<file path="src/rtl/mem_port_arbiter.sv">
// Arbitrates fetch and load/store request pulses onto one valid/ready memory port.
// One transaction is outstanding at a time, and each side has a one-entry pending buffer.
module mem_port_arbiter #(
  parameter bit DATA_PRIORITY = 1'b1
) (
  input  logic        clock,
  input  logic        reset,
  input  logic        imem_valid,
  input  logic [31:0] imem_addr,
  output logic        imem_ready,
  output logic [31:0] imem_rdata,
  input  logic        dmem_valid,
  input  logic [31:0] dmem_addr,
  input  logic [31:0] dmem_wdata,
  input  logic [3:0]  dmem_wstrb,
  output logic        dmem_ready,
  output logic [31:0] dmem_rdata,
  output logic        mem_valid,
  output logic        mem_instr,
  output logic [31:0] mem_addr,
  output logic [31:0] mem_wdata,
  output logic [3:0]  mem_wstrb,
  input  logic        mem_ready,
  input  logic [31:0] mem_rdata
);

  typedef enum logic [1:0] {IDLE, BUSY_I, BUSY_D} state_t;

  state_t      state_q, state_d;
  logic        pend_i_q, pend_i_d;
  logic [31:0] pend_i_addr_q, pend_i_addr_d;
  logic        pend_d_q, pend_d_d;
  logic [31:0] pend_d_addr_q, pend_d_addr_d;
  logic [31:0] pend_d_wdata_q, pend_d_wdata_d;
  logic [3:0]  pend_d_wstrb_q, pend_d_wstrb_d;
  logic        mem_valid_q, mem_valid_d;
  logic        mem_instr_q, mem_instr_d;
  logic [31:0] mem_addr_q, mem_addr_d;
  logic [31:0] mem_wdata_q, mem_wdata_d;
  logic [3:0]  mem_wstrb_q, mem_wstrb_d;

  logic launch, elig_i, elig_d, win_i, win_d;

  always_comb begin
    state_d        = state_q;
    pend_i_d       = pend_i_q;
    pend_i_addr_d  = pend_i_addr_q;
    pend_d_d       = pend_d_q;
    pend_d_addr_d  = pend_d_addr_q;
    pend_d_wdata_d = pend_d_wdata_q;
    pend_d_wstrb_d = pend_d_wstrb_q;
    mem_valid_d    = mem_valid_q;
    mem_instr_d    = mem_instr_q;
    mem_addr_d     = mem_addr_q;
    mem_wdata_d    = mem_wdata_q;
    mem_wstrb_d    = mem_wstrb_q;

    launch = (state_q == IDLE) || mem_ready;
    elig_i = pend_i_q || imem_valid;
    elig_d = pend_d_q || dmem_valid;
    win_d  = elig_d && (DATA_PRIORITY || !elig_i);
    win_i  = elig_i && !win_d;

    if (launch) begin
      if (win_d) begin
        state_d     = BUSY_D;
        mem_valid_d = 1'b1;
        mem_instr_d = 1'b0;
        mem_addr_d  = pend_d_q ? pend_d_addr_q  : dmem_addr;
        mem_wdata_d = pend_d_q ? pend_d_wdata_q : dmem_wdata;
        mem_wstrb_d = pend_d_q ? pend_d_wstrb_q : dmem_wstrb;
        pend_d_d    = 1'b0;
        if (imem_valid) begin
          pend_i_d      = 1'b1;
          pend_i_addr_d = imem_addr;
        end
      end else if (win_i) begin
        state_d     = BUSY_I;
        mem_valid_d = 1'b1;
        mem_instr_d = 1'b1;
        mem_addr_d  = pend_i_q ? pend_i_addr_q : imem_addr;
        mem_wdata_d = '0;
        mem_wstrb_d = '0;
        pend_i_d    = 1'b0;
        if (dmem_valid) begin
          pend_d_d       = 1'b1;
          pend_d_addr_d  = dmem_addr;
          pend_d_wdata_d = dmem_wdata;
          pend_d_wstrb_d = dmem_wstrb;
        end
      end else begin
        state_d     = IDLE;
        mem_valid_d = 1'b0;
      end
    end else begin
      // Bus is stalled: park any new request until the next launch point.
      if (imem_valid) begin
        pend_i_d      = 1'b1;
        pend_i_addr_d = imem_addr;
      end
      if (dmem_valid) begin
        pend_d_d       = 1'b1;
        pend_d_addr_d  = dmem_addr;
        pend_d_wdata_d = dmem_wdata;
        pend_d_wstrb_d = dmem_wstrb;
      end
    end
  end

  always_ff @(posedge clock or posedge reset) begin
    if (reset) begin
      state_q        <= IDLE;
      pend_i_q       <= 1'b0;
      pend_i_addr_q  <= '0;
      pend_d_q       <= 1'b0;
      pend_d_addr_q  <= '0;
      pend_d_wdata_q <= '0;
      pend_d_wstrb_q <= '0;
      mem_valid_q    <= 1'b0;
      mem_instr_q    <= 1'b0;
      mem_addr_q     <= '0;
      mem_wdata_q    <= '0;
      mem_wstrb_q    <= '0;
    end else begin
      state_q        <= state_d;
      pend_i_q       <= pend_i_d;
      pend_i_addr_q  <= pend_i_addr_d;
      pend_d_q       <= pend_d_d;
      pend_d_addr_q  <= pend_d_addr_d;
      pend_d_wdata_q <= pend_d_wdata_d;
      pend_d_wstrb_q <= pend_d_wstrb_d;
      mem_valid_q    <= mem_valid_d;
      mem_instr_q    <= mem_instr_d;
      mem_addr_q     <= mem_addr_d;
      mem_wdata_q    <= mem_wdata_d;
      mem_wstrb_q    <= mem_wstrb_d;
    end
  end

  assign mem_valid  = mem_valid_q;
  assign mem_instr  = mem_instr_q;
  assign mem_addr   = mem_addr_q;
  assign mem_wdata  = mem_wdata_q;
  assign mem_wstrb  = mem_wstrb_q;

  assign imem_ready = (state_q == BUSY_I) && mem_ready;
  assign dmem_ready = (state_q == BUSY_D) && mem_ready;
  assign imem_rdata = imem_ready ? mem_rdata : '0;
  assign dmem_rdata = dmem_ready ? mem_rdata : '0;

endmodule

</file>
<file path="config.mk">
export PLATFORM = sky130hd
export DESIGN_NAME = mem_port_arbiter
export DESIGN_NICKNAME = d
export VERILOG_FILES = /design/src/rtl/mem_port_arbiter.sv
export SDC_FILE = /design/constraint.sdc
export NUM_CORES = 1
export LEC_CHECK = 0
export CELL_PAD_IN_SITES_DETAIL_PLACEMENT = 0
export CELL_PAD_IN_SITES_GLOBAL_PLACEMENT = 1
export CORE_MARGIN = 2
export CORE_UTILIZATION = 36
export DETAILED_ROUTE_END_ITERATION = 7
export GPL_TIMING_DRIVEN = 0
export PLACE_DENSITY_LB_ADDON = 0.1
export SYNTH_ARGS = -nofsm -noshare
export SYNTH_HDL_FRONTEND = slang
export SYNTH_SLANG_ARGS = --single-unit
export TNS_END_PERCENT = 5
</file>
<file path="constraint.sdc">
create_clock -name clock -period 8.81 [get_ports clock]
set_input_delay 2.643 -clock clock [delete_from_list [all_inputs] [get_ports clock]]
set_output_delay 2.643 -clock clock [all_outputs]
set_load 0.01 [all_outputs]
</file>
==> flow_summary_export.csv <==
group,metric,value,unit
status,outcome,"completed",
sta,slew_headroom,0.556,
yosys,netlist_area,0.00869,mm^2
grt,gr-total-overflow,0,
yosys,ys.flop_type,"dfrtp_1",
setup_path,arrival,4.93,ns
die,dieArea,0.0254,mm^2
sta,finalCriticalPeriod,7.57,ns
yosys,synth.top_cells.by_area,"dfrtp_1 (50%), mux2_2 (13%), and2_1 (4.6%)",
die,ios,273,
sta,finalSetupViolCount,0,
sta,period_share,0.859,
route,ant_nets,0,
route,route.vias.total,6978,
route,via_per_inst,5.12,
cts,cts-root-buf,"clkbuf_16",
yosys,synthCells,742,
yosys,ys_types,36,
cts,numCtsBuffers,17,
place,place_congestion,0.743,
cts,clock-sinks,174,
cts,postCtsSetupRepairBufs,0,
yosys,synth-async-reset-ratio,1.00,
power,powerDensity,214,mW/mm^2
sta,tightest_slew,0.664,ns
sta,clock-skew-final,0.0124,ns
worst_hold_path,hold_class,"reg -> reg",
die,rows,56,
yosys,ys_seq_elements,174,
cts,cts.htree.levels,4,
yosys,netlist.area_leader.share,0.501,
layout,num_antenna_cells,0,
grt,grt_start_max_net_pins,105,
cts,clk_latency,0.43,ns
yosys,ys_top_cells_by_count,"dfrtp_1 (174), mux2_2 (99), and2_1 (64)",
setup_path,ff2ff_path_depth,5,
setup_path,cp_data_required_time,6.17,ns
sta,rsz0062_at_grt,"no",
yosys,synth_edf_count,0,
route,firstDrtPassIters,5,
place,dp_hpwl,18.8,mm
grt,grt_pass1_wl,41.2,mm
cts,hold_buffers,0,
yosys,yosys_warnings,0,
run,maxCapViolations,0,
route,wl_per_cell,19.1,um
yosys,synthMostInstantiatedCell,"dfrtp_1",
die,die_w,159,um
power,ir_worst_vdd,0.119,mV
layout,fin_cells,1364,
die,start_util,0.368,
route,remaining_drc_errors,0,
layout,syn_to_final_growth,42.8,%
place,io_buffer_count,271,
place,place_inst,1333,
layout,layout-drive-gt1-share,0.159,
setup_path,critPathMaxFanout,10,
route,drtIter0Drc,363,
grt,grt_pass1_vias,7031,
die,dieHeight,159,um
die,core-area,0.0236,mm^2
yosys,syn_area_per_cell,11.7,um^2
layout,final_util,0.526,
cts,cts_tree,"done",
worst_hold_path,whs_path_depth,1,
setup_path,path_class,"in -> out",
cts,cts.repair.resized,0,
cts,clockBufferDepth,2,
setup_path,worst_setup_path_end_kind,"primary output",
grt,antenna_found_initial,0,
sta,holdWs,0.488,ns
sta,finalMaxSlewViolations,0,
cts,clkTransAtPathRegs,0.07,ns
sta,hold_viol,0,
power,leakage,0.00494,uW
layout,final_nets,1170,
power,total_power,2650,uW
setup_path,worstSetupStartpointType,"primary input",
yosys,synth_nets,879,
yosys,yosysSeqAreaShare,0.501,
sta,fmax,0.132,GHz
yosys,synth_top_area_cell,"dfrtp_1",
route,drt_wl_total,26.1,mm
grt,grt_usage,0.206,
routing by layer:
metal | vias up | track usage | routed length, um
li1 | 3349 | - | -
met1 | 3419 | 0.278 | 11800
met2 | 197 | 0.331 | 12300
met3 | 13 | 0.0591 | 1760
met4 | 0 | 0.0417 | 182
met5 | - | 0 | 0
worst max-delay path, stage by stage:
cell and delay [ns]:
clkdlybuf4s50_1 0.58, nor3b_1 0.59, clkbuf_1 0.38, and2_1 0.18
clkdlybuf4s50_1 0.55
worst paths after layout:
path | startpoint | to | slack [ns]
worst max-delay path | mem_ready | imem_rdata[14] | 1.24
max in group asynchronous | reset | mem_addr[11] | 5.28
worst min-delay path | mem_wdata[4] | mem_wdata[4] | 0.49
worst max register to register | pend_i_q | mem_wstrb[0] | 6.85
worst min register to register | mem_wdata[4] | mem_wdata[4] | 0.49
min in group asynchronous | reset | mem_wdata[2] | 2.64
cell type report:
cell class / instances / area [um^2]
fill: 2160 / 11200
sequential: 174 / 4350
multi-input combinational: 499 / 4010
timing repair buffer: 272 / 2740
clock buffer: 19 / 443
tap: 319 / 399
buffer: 67 / 324
clock inverter: 12 / 129
inverter: 2 / 15.0
placed cells by master (no fill, tap or decap), drive strengths merged, types with 6 or more instances in the layout:
cell type	count
clkdlybuf4s50	271
dfrtp	174
mux2	100
and2	64
clkbuf	53
a211oi	50
mux2i	36
o2bb2ai	36
buf	34
o21ai	33
nand2b	32
nand3	32
o22ai	32
or3b	32
and3b	18
a221oi	14
inv	6
power by group:
group / internal [uW] / leakage [uW] / total (uW) / switching (uW)
Clock: 403 / 0.000274 / 744 / 341
Combinational: 455 / 0.00259 / 817 / 361
Sequential: 993 / 0.00208 / 1090 / 98.5
Total: 1850 / 0.00494 / 2650 / 801
cells by family (layout without fill, tap and decap cells):
| family | after synthesis | count (layout) | share of synthesized area |
|---|---|---|---|
| multiplexers | 136 | 136 | 0.171 |
| AND/OR/NAND/NOR | 190 | 190 | 0.146 |
| AO/OA/AOI/OAI | 173 | 173 | 0.145 |
| flip-flops | 174 | 174 | 0.501 |
| buffers and inverters | 69 | 372 | 0.0381 |
per-stage QoR:
step	instance area (um^2)	worst slack, ns	setup TNS [ns]
after CTS	12400	1.21	0
final	12400	1.24	0
after floorplan	8690	1.45	0
after global routing	12400	1.07	0
after global placement	11800	-1.40	-242.18
after detailed placement	11800	1.21	0
state kept, by name, summed over array words and instances, names as in the netlist, 2 cells and up:
signal,cells
mem_wdata,32
mem_wstrb,4
mem_addr,32
pend_d_wstrb_q,4
pend_i_addr_q,32
state_q,2
pend_d_addr_q,32
pend_d_wdata_q,32
(Power assumes the default switching activity.)
